**config.mk**
```make
export PLATFORM = sky130hd
export DESIGN_NAME = circle_raster_gen
export DESIGN_NICKNAME = d
export VERILOG_FILES = /design/src/rtl/raster_pkg.sv /design/src/rtl/midpoint_stepper.sv /design/src/rtl/circle_raster_gen.sv
export SDC_FILE = /design/constraint.sdc
export NUM_CORES = 1
export LEC_CHECK = 0
export ABC_AREA = 1
export BUFFER_PORTS_ARGS = -buffer_cell sky130_fd_sc_hd__buf_2
export CELL_PAD_IN_SITES_DETAIL_PLACEMENT = 1
export CELL_PAD_IN_SITES_GLOBAL_PLACEMENT = 2
export CORE_ASPECT_RATIO = 0.7
export CORE_UTILIZATION = 31
export DETAILED_ROUTE_END_ITERATION = 10
export PLACE_DENSITY_LB_ADDON = 0.1
export SYNTH_ARGS = -nofsm -noshare
export SYNTH_HDL_FRONTEND = slang
export SYNTH_SLANG_ARGS = --single-unit
export TNS_END_PERCENT = 10
```
**constraint.sdc**
```tcl
create_clock -name clk -period 3.7 [get_ports clk]
set_input_delay 0.185 -clock clk [delete_from_list [all_inputs] [get_ports clk]]
set_output_delay 0.185 -clock clk [all_outputs]
set_load 0.005 [all_outputs]
```
**src/rtl/raster_pkg.sv**
```systemverilog
// Shared types and index constants for the circle rasteriser.
// Octant names read as (x offset, y offset) relative to the centre; N marks subtraction.
package raster_pkg;

   typedef enum logic [2:0] {
      IDLE,
      INIT,
      EMIT,
      STEP,
      DONE
   } state_e;

   typedef enum logic {
      MODE_OUTLINE = 1'b0,
      MODE_FILLED  = 1'b1
   } mode_e;

   localparam logic [2:0] OCT_OX_OY   = 3'd0;
   localparam logic [2:0] OCT_OY_OX   = 3'd1;
   localparam logic [2:0] OCT_NOX_OY  = 3'd2;
   localparam logic [2:0] OCT_NOY_OX  = 3'd3;
   localparam logic [2:0] OCT_NOX_NOY = 3'd4;
   localparam logic [2:0] OCT_NOY_NOX = 3'd5;
   localparam logic [2:0] OCT_OX_NOY  = 3'd6;
   localparam logic [2:0] OCT_OY_NOX  = 3'd7;

   // Filled spans: rows cy+oy, cy-oy (half-width ox), then cy+ox, cy-ox (half-width oy).
   localparam logic [2:0] SPAN_POS_OY = 3'd0;
   localparam logic [2:0] SPAN_NEG_OY = 3'd1;
   localparam logic [2:0] SPAN_POS_OX = 3'd2;
   localparam logic [2:0] SPAN_NEG_OX = 3'd3;

endpackage

```
**src/rtl/midpoint_stepper.sv**
```systemverilog
// Midpoint-circle state (ox, oy, decision term) for one octant walk.
// 'more' reports whether the iteration that a STEP would produce still has oy <= ox.
module midpoint_stepper #(
   parameter int DW = 8
) (
   input  logic                 clk,
   input  logic                 rst_n,
   input  logic                 init,
   input  logic                 step,
   input  logic [DW-1:0]        diameter,
   output logic signed [DW+1:0] ox,
   output logic signed [DW+1:0] oy,
   output logic                 more
);
   localparam int CW = DW + 2;

   logic signed [CW-1:0] ox_q, ox_d;
   logic signed [CW-1:0] oy_q, oy_d;
   logic signed [CW-1:0] crit_q, crit_d;
   logic signed [CW-1:0] radius, oy_inc, ox_dec, ox_nxt;
   logic                 crit_le0;

   // ox is signed so that r=0 steps to ox=-1 and terminates after one iteration.
   always_comb begin
      radius   = CW'(diameter >> 1);
      oy_inc   = oy_q + CW'(1);
      ox_dec   = ox_q - CW'(1);
      crit_le0 = crit_q[CW-1] || (crit_q == '0);
      ox_nxt   = crit_le0 ? ox_q : ox_dec;
      more     = (oy_inc <= ox_nxt);

      ox_d   = ox_q;
      oy_d   = oy_q;
      crit_d = crit_q;
      if (init) begin
         ox_d   = radius;
         oy_d   = '0;
         crit_d = CW'(1) - radius;
      end else if (step) begin
         oy_d = oy_inc;
         ox_d = ox_nxt;
         if (crit_le0) begin
            crit_d = crit_q + (oy_inc <<< 1) + CW'(1);
         end else begin
            crit_d = crit_q + ((oy_inc - ox_dec) <<< 1) + CW'(1);
         end
      end
   end

   always_ff @(posedge clk) begin
      if (rst_n) begin
         ox_q   <= '0;
         oy_q   <= '0;
         crit_q <= '0;
      end else begin
         ox_q   <= ox_d;
         oy_q   <= oy_d;
         crit_q <= crit_d;
      end
   end

   assign ox = ox_q;
   assign oy = oy_q;

endmodule

```
**src/rtl/circle_raster_gen.sv**
```systemverilog
// Circle / filled-disc rasteriser feeding the VGA adapter, with clipping and backpressure.
// Output registers lag the generator by one cycle; a stalled visible pixel freezes everything.
module circle_raster_gen
   import raster_pkg::*;
#(
   parameter int SCREEN_W = 160,
   parameter int SCREEN_H = 120,
   parameter int XW       = 8,
   parameter int YW       = 7,
   parameter int DW       = 8
) (
   input  logic          clk,
   input  logic          rst_n,
   input  logic [2:0]    colour,
   input  logic [XW-1:0] centre_x,
   input  logic [YW-1:0] centre_y,
   input  logic [DW-1:0] diameter,
   input  logic          mode,
   input  logic          start,
   input  logic          vga_ready,
   output logic          done,
   output logic [XW-1:0] vga_x,
   output logic [YW-1:0] vga_y,
   output logic [2:0]    vga_colour,
   output logic          vga_plot
);
   localparam int XCW = XW + 2;
   localparam int YCW = YW + 2;
   localparam int CW  = DW + 2;
   localparam logic signed [XCW-1:0] X_LIM = XCW'(SCREEN_W);
   localparam logic signed [YCW-1:0] Y_LIM = YCW'(SCREEN_H);

   state_e                state_q, state_d;
   mode_e                 mode_q, mode_d;
   logic [2:0]            idx_q, idx_d;
   logic signed [XCW-1:0] k_q, k_d;
   logic [2:0]            colour_q, colour_d;
   logic [XW-1:0]         cx_q, cx_d;
   logic [YW-1:0]         cy_q, cy_d;
   logic [DW-1:0]         diam_q, diam_d;
   logic                  plot_q, plot_d;
   logic                  done_q, done_d;
   logic [XW-1:0]         x_q, x_d;
   logic [YW-1:0]         y_q, y_d;
   logic [2:0]            pix_colour_q, pix_colour_d;

   logic signed [CW-1:0]  ox, oy;
   logic                  more, init, step, stall;
   logic signed [XCW-1:0] cx_s, ox_x, oy_x, hw_x, cand_x;
   logic signed [YCW-1:0] cy_s, ox_y, oy_y, cand_y;
   logic                  onscreen, span_last, last_cand;

   midpoint_stepper #(.DW(DW)) u_stepper (
      .clk      (clk),
      .rst_n    (rst_n),
      .init     (init),
      .step     (step),
      .diameter (diam_q),
      .ox       (ox),
      .oy       (oy),
      .more     (more)
   );

   assign cx_s  = {2'b00, cx_q};
   assign cy_s  = {2'b00, cy_q};
   assign ox_x  = XCW'(ox);
   assign oy_x  = XCW'(oy);
   assign ox_y  = YCW'(ox);
   assign oy_y  = YCW'(oy);
   assign stall = plot_q && !vga_ready;

   // Current candidate: octant point in outline mode, k-th pixel of the current span when filled.
   always_comb begin
      hw_x      = (idx_q == SPAN_POS_OY || idx_q == SPAN_NEG_OY) ? ox_x : oy_x;
      span_last = (k_q == (hw_x <<< 1));
      cand_x    = cx_s;
      cand_y    = cy_s;
      last_cand = 1'b0;
      if (mode_q == MODE_OUTLINE) begin
         case (idx_q)
            OCT_OX_OY:   begin cand_x = cx_s + ox_x; cand_y = cy_s + oy_y; end
            OCT_OY_OX:   begin cand_x = cx_s + oy_x; cand_y = cy_s + ox_y; end
            OCT_NOX_OY:  begin cand_x = cx_s - ox_x; cand_y = cy_s + oy_y; end
            OCT_NOY_OX:  begin cand_x = cx_s - oy_x; cand_y = cy_s + ox_y; end
            OCT_NOX_NOY: begin cand_x = cx_s - ox_x; cand_y = cy_s - oy_y; end
            OCT_NOY_NOX: begin cand_x = cx_s - oy_x; cand_y = cy_s - ox_y; end
            OCT_OX_NOY:  begin cand_x = cx_s + ox_x; cand_y = cy_s - oy_y; end
            OCT_OY_NOX:  begin cand_x = cx_s + oy_x; cand_y = cy_s - ox_y; end
         endcase
         last_cand = (idx_q == OCT_OY_NOX);
      end else begin
         cand_x = cx_s - hw_x + k_q;
         case (idx_q)
            SPAN_POS_OY: cand_y = cy_s + oy_y;
            SPAN_NEG_OY: cand_y = cy_s - oy_y;
            SPAN_POS_OX: cand_y = cy_s + ox_y;
            SPAN_NEG_OX: cand_y = cy_s - ox_y;
            default:     cand_y = cy_s;
         endcase
         last_cand = (idx_q == SPAN_NEG_OX) && span_last;
      end
      onscreen = !cand_x[XCW-1] && (cand_x < X_LIM) && !cand_y[YCW-1] && (cand_y < Y_LIM);
   end

   // Next-state and registered-output logic; nothing advances while a visible pixel is refused.
   always_comb begin
      state_d      = state_q;
      mode_d       = mode_q;
      idx_d        = idx_q;
      k_d          = k_q;
      colour_d     = colour_q;
      cx_d         = cx_q;
      cy_d         = cy_q;
      diam_d       = diam_q;
      plot_d       = plot_q;
      done_d       = done_q;
      x_d          = x_q;
      y_d          = y_q;
      pix_colour_d = pix_colour_q;
      init         = 1'b0;
      step         = 1'b0;
      if (!stall) begin
         case (state_q)
            IDLE: begin
               plot_d = 1'b0;
               done_d = 1'b0;
               if (start) begin
                  colour_d = colour;
                  cx_d     = centre_x;
                  cy_d     = centre_y;
                  diam_d   = diameter;
                  mode_d   = mode_e'(mode);
                  state_d  = INIT;
               end
            end
            INIT: begin
               init    = 1'b1;
               plot_d  = 1'b0;
               idx_d   = '0;
               k_d     = '0;
               state_d = EMIT;
            end
            EMIT: begin
               plot_d = onscreen;
               if (onscreen) begin
                  x_d          = cand_x[XW-1:0];
                  y_d          = cand_y[YW-1:0];
                  pix_colour_d = colour_q;
               end
               if (last_cand) begin
                  idx_d   = '0;
                  k_d     = '0;
                  state_d = STEP;
               end else if (mode_q == MODE_OUTLINE || span_last) begin
                  idx_d = idx_q + 3'd1;
                  k_d   = '0;
               end else begin
                  k_d = k_q + XCW'(1);
               end
            end
            STEP: begin
               step    = 1'b1;
               plot_d  = 1'b0;
               state_d = more ? EMIT : DONE;
            end
            DONE: begin
               plot_d = 1'b0;
               done_d = start;
               if (!start) begin
                  state_d = IDLE;
               end
            end
            default: state_d = IDLE;
         endcase
      end
   end

   always_ff @(posedge clk) begin
      if (rst_n) begin
         state_q      <= IDLE;
         mode_q       <= MODE_OUTLINE;
         idx_q        <= '0;
         k_q          <= '0;
         colour_q     <= '0;
         cx_q         <= '0;
         cy_q         <= '0;
         diam_q       <= '0;
         plot_q       <= 1'b0;
         done_q       <= 1'b0;
         x_q          <= '0;
         y_q          <= '0;
         pix_colour_q <= '0;
      end else begin
         state_q      <= state_d;
         mode_q       <= mode_d;
         idx_q        <= idx_d;
         k_q          <= k_d;
         colour_q     <= colour_d;
         cx_q         <= cx_d;
         cy_q         <= cy_d;
         diam_q       <= diam_d;
         plot_q       <= plot_d;
         done_q       <= done_d;
         x_q          <= x_d;
         y_q          <= y_d;
         pix_colour_q <= pix_colour_d;
      end
   end

   assign done       = done_q;
   assign vga_plot   = plot_q;
   assign vga_x      = x_q;
   assign vga_y      = y_q;
   assign vga_colour = pix_colour_q;

endmodule

```
==> key figures <==
Yosys
  • Mapped Nets: 1766
  • #FFs+latches synth: 92
  • Synthesized area per cell: 6.13 um2
  • Area share of xor/xnor cells in the synthesized design: 0.0404
  • Main synth FF type: dfxtp_1
  • Mapped Cells: 1626
  • Synthesized-area fraction occupied by and/or/nand/nor cells: 0.350
  • Yosys warning count: 0
  • Ys async rst share: 0
  • Compound-Gate Fraction of Synth Area: 0.168
  • Cell Area, Synth: 9970 um2
  • Largest family of logic cells by synthesized area: simple AND/OR/NAND/NOR gates
  • Unique masters post-synth: 53
  • EDFF count, synth: 0
  • Synth Area in Adders: 0.149
  • Post-synthesis mux area share: 0
  • Sequential area share after synthesis: 0.185

Detailed routing
  • Wire per inst: 19.5 um
  • Router iterations before antenna repair: 6
  • Via density per instance: 5.15
  • Via count: 11500
  • Post-detailed-route DRC marker count: 0
  • First DRT Iteration DRCs: 696
  • Final ANT Viol Nets: 0
  • Final wirelength: 43300 um

CTS
  • CTS Hold Bufs: 0
  • Max Root-Sink Buffers: 2
  • H-tree Lvls: 3
  • Clk Latency, worst-skew pair: 380 ps
  • Clock tree from TritonCTS: yes
  • Clk sinks: 92
  • Clk slew on worst S/H paths: 80 ps
  • CTS Buf Count: 9
  • Root buffer cell: clkbuf_16

Global route
  • First-pass GRT wire length: 67300 um
  • Met3 Track Usage GR: 0.0374
  • Pin count of the biggest net entering global routing: 41
  • Initial antenna violation count: 0
  • Tot GR Track Use: 0.267
  • Total grt overflow: 0
  • Number of global-route vias before repair: 11600
  • Met2 Use GR: 0.390
  • Met1 Use GR: 0.413
  • Grt peak-use layer: met1

Floorplanning
  • IO Pins: 51
  • Die height: 152 um
  • Die X: 216 um
  • Die Area: 32900 um2
  • Row cnt: 54
  • Starting Density: 0.317
  • Core Area: 31400 um2

Hold path
  • Hold Crit Class: in -> reg

STA
  • Fmax: 0.271 GHz
  • Final Cycle Share: 0.997
  • Fin. Hold Viols: 0
  • Final setup violation count: 0
  • Final Slew Violations: 0
  • Worst Clk Skew: 12.9 ps
  • RSZ-0062 raised after global routing: yes
  • Least-Margin Pin Slew: 724 ps
  • Fin crit period: 3690 ps
  • Max-Slew Margin vs Limit: 0.515

Setup path
  • Critical Path Sink Type: flop
  • Crit-path max FO: 8
  • Crit path DAT: 3950 ps
  • Setup crit start kind: flop
  • CP Class: reg -> reg
  • WP data required: 3960 ps

Flow run
  • Max cap viols: 0

Final layout
  • Layout cells sized above 1: 0.189
  • Non-Filler Instances: 2226
  • Fill count: 4181
  • Number of nets in the layout: 1941
  • N_diodes: 0
  • Synth-to-Final Area Change: 25.8%

Place
  • Post-Place Cells: 2191
  • DPL Wire Length: 35300 um
  • Routability cong.: 0.993
  • Number of port buffers: 49

Status
  • Status: finished, final reports clean
layer usage:
metal,up-vias,share of wire
li1,5678,-
met1,5565,0.53
met5,-,0
met3,30,0.045
met4,0,0.011
met2,191,0.41
placed cells by master, fill, tap and decap left out, drive strengths merged, types with 3 or more instances in the layout:
master / synthesis / layout
a211oi: 5 / 5
a21o: 4 / 4
a21oi: 106 / 106
a221oi: 6 / 6
a31oi: 14 / 14
and2: 4 / 4
buf: 16 / 206
clkbuf: 30 / 11
clkinv: 3 / 5
dfxtp: 92 / 92
fa: 16 / 16
ha: 93 / 93
inv: 226 / 228
nand2: 426 / 428
nand3: 133 / 133
nand4: 30 / 30
nor2: 172 / 173
nor3: 30 / 30
nor4: 3 / 3
o2111ai: 4 / 4
o211ai: 7 / 7
o21a: 3 / 3
o21ai: 121 / 121
o21bai: 5 / 5
o221ai: 3 / 3
o22ai: 10 / 10
or2: 8 / 8
xnor2: 12 / 12
xor2: 34 / 34
layout make-up:
type / instances / area (um2) / share of cell area
Multi-Input combinational cell: 1262 / 7500 / 0.598
Sequential cell: 92 / 1850 / 0.148
Timing Repair Buffer: 207 / 1490 / 0.119
Inverter: 229 / 867 / 0.0691
Tap cell: 420 / 526 / 0.0419
Clock buffer: 10 / 239 / 0.0190
Clock inverter: 6 / 68.8 / 0.00549
timing repair:
action | in CTS | in global routing
pin swaps | 23 | 25
resized for setup | 55 | 54
cloned | 3 | 1
endpoints found under the hold margin | 0 | 0
endpoints found under the setup margin | 19 | 25
setup buffers | 13 | 4
worst max-delay path: stages (launching register included):
cell and delay, ps:
dfxtp_4 380, ha_2 200, ha_2 180, a21oi_2 150, buf_4 140, inv_1 40, buf_4 160, nand2_1 90
a41oi_2 170, buf_4 190, ha_1 290, nand3_1 110, nand3_2 100, nand2_1 50, nand2_1 80, nand2_1 80
nand2_1 80, nand3_1 80, nand2_1 90, nand3_1 100, o21ai_2 140, buf_4 140, nand2_4 90, buf_4 180
nor3_1 210, nor2_1 70
registers in the layout, summed over array words and instances, names as in the netlist, 3 cells and up:
| signal | flops |
|---|---|
| cy_q | 7 |
| u_stepper.oy | 10 |
| diam_q | 7 |
| vga_y | 7 |
| k_q | 10 |
| state_q | 3 |
| idx_q | 3 |
| cx_q | 8 |
| colour_q | 3 |
| vga_colour | 3 |
| u_stepper.crit_q | 10 |
| vga_x | 8 |
| u_stepper.ox | 10 |
Yosys cell counts (all sizes together) (2+ instances only):
cell	n	area, um2
nor3	30	160
a211oi	5	37.5
a21boi	2	15.0
or2	8	50.1
o2111ai	4	35.0
buf	16	100
nor3b	2	15.0
a21o	4	30.0
a221oi	6	52.6
and2	4	25.0
nand3	133	671
o211ai	7	52.6
o21a	3	22.5
xnor2	12	105
o221ai	3	26.3
nor4	3	18.8
o21bai	5	37.5
fa	16	320
o22ai	10	62.6
o21ai	121	647
xor2	34	298
dfxtp	92	1840
a31oi	14	87.6
nand2	426	1670
clkinv	3	11.3
inv	226	851
nor2	172	673
clkbuf	30	115
a21oi	106	534
nand4	30	188
nand3b	2	15.0
ha	93	1160
path summary, 6_finish.rpt:
kind | start | end | slack, ps | cells past startpoint
hold reg to reg | colour_q[1] | colour_q[1] | 450 | 2
setup reg to reg | idx_q[0] | vga_y[3] | 10 | 25
hold / removal | centre_x[3] | cx_q[3] | 60 | 3
setup / recovery | idx_q[0] | vga_y[3] | 10 | 25
through the flow:
stage | hold slack (ps) | utilization | setup slack, ps | instance area, um2 | TNS, ps
4_1_cts | 41.6 | 0.391 | -1.09 | 12300 | -1.09
5_1_grt | 73.4 | 0.399 | -223 | 12500 | -3570
3_5_place_dp | 444 | 0.369 | -349 | 11600 | -5970
2_1_floorplan | 352 | - | 156 | 9970 | 0
6_report | 58.3 | 0.399 | 9.78 | 12500 | 0
3_3_place_gp | 435 | 0.369 | -254 | 11600 | -4080
cells by family after synthesis:
logic type,after synthesis
buf+inv,275
fa+ha+maj,109
xor+xnor,46
compound gates,294
simple gates,810
flops,92
Power is not shown: default switching activity piles up to over one toggle a cycle in this logic, so the estimate is an artifact.
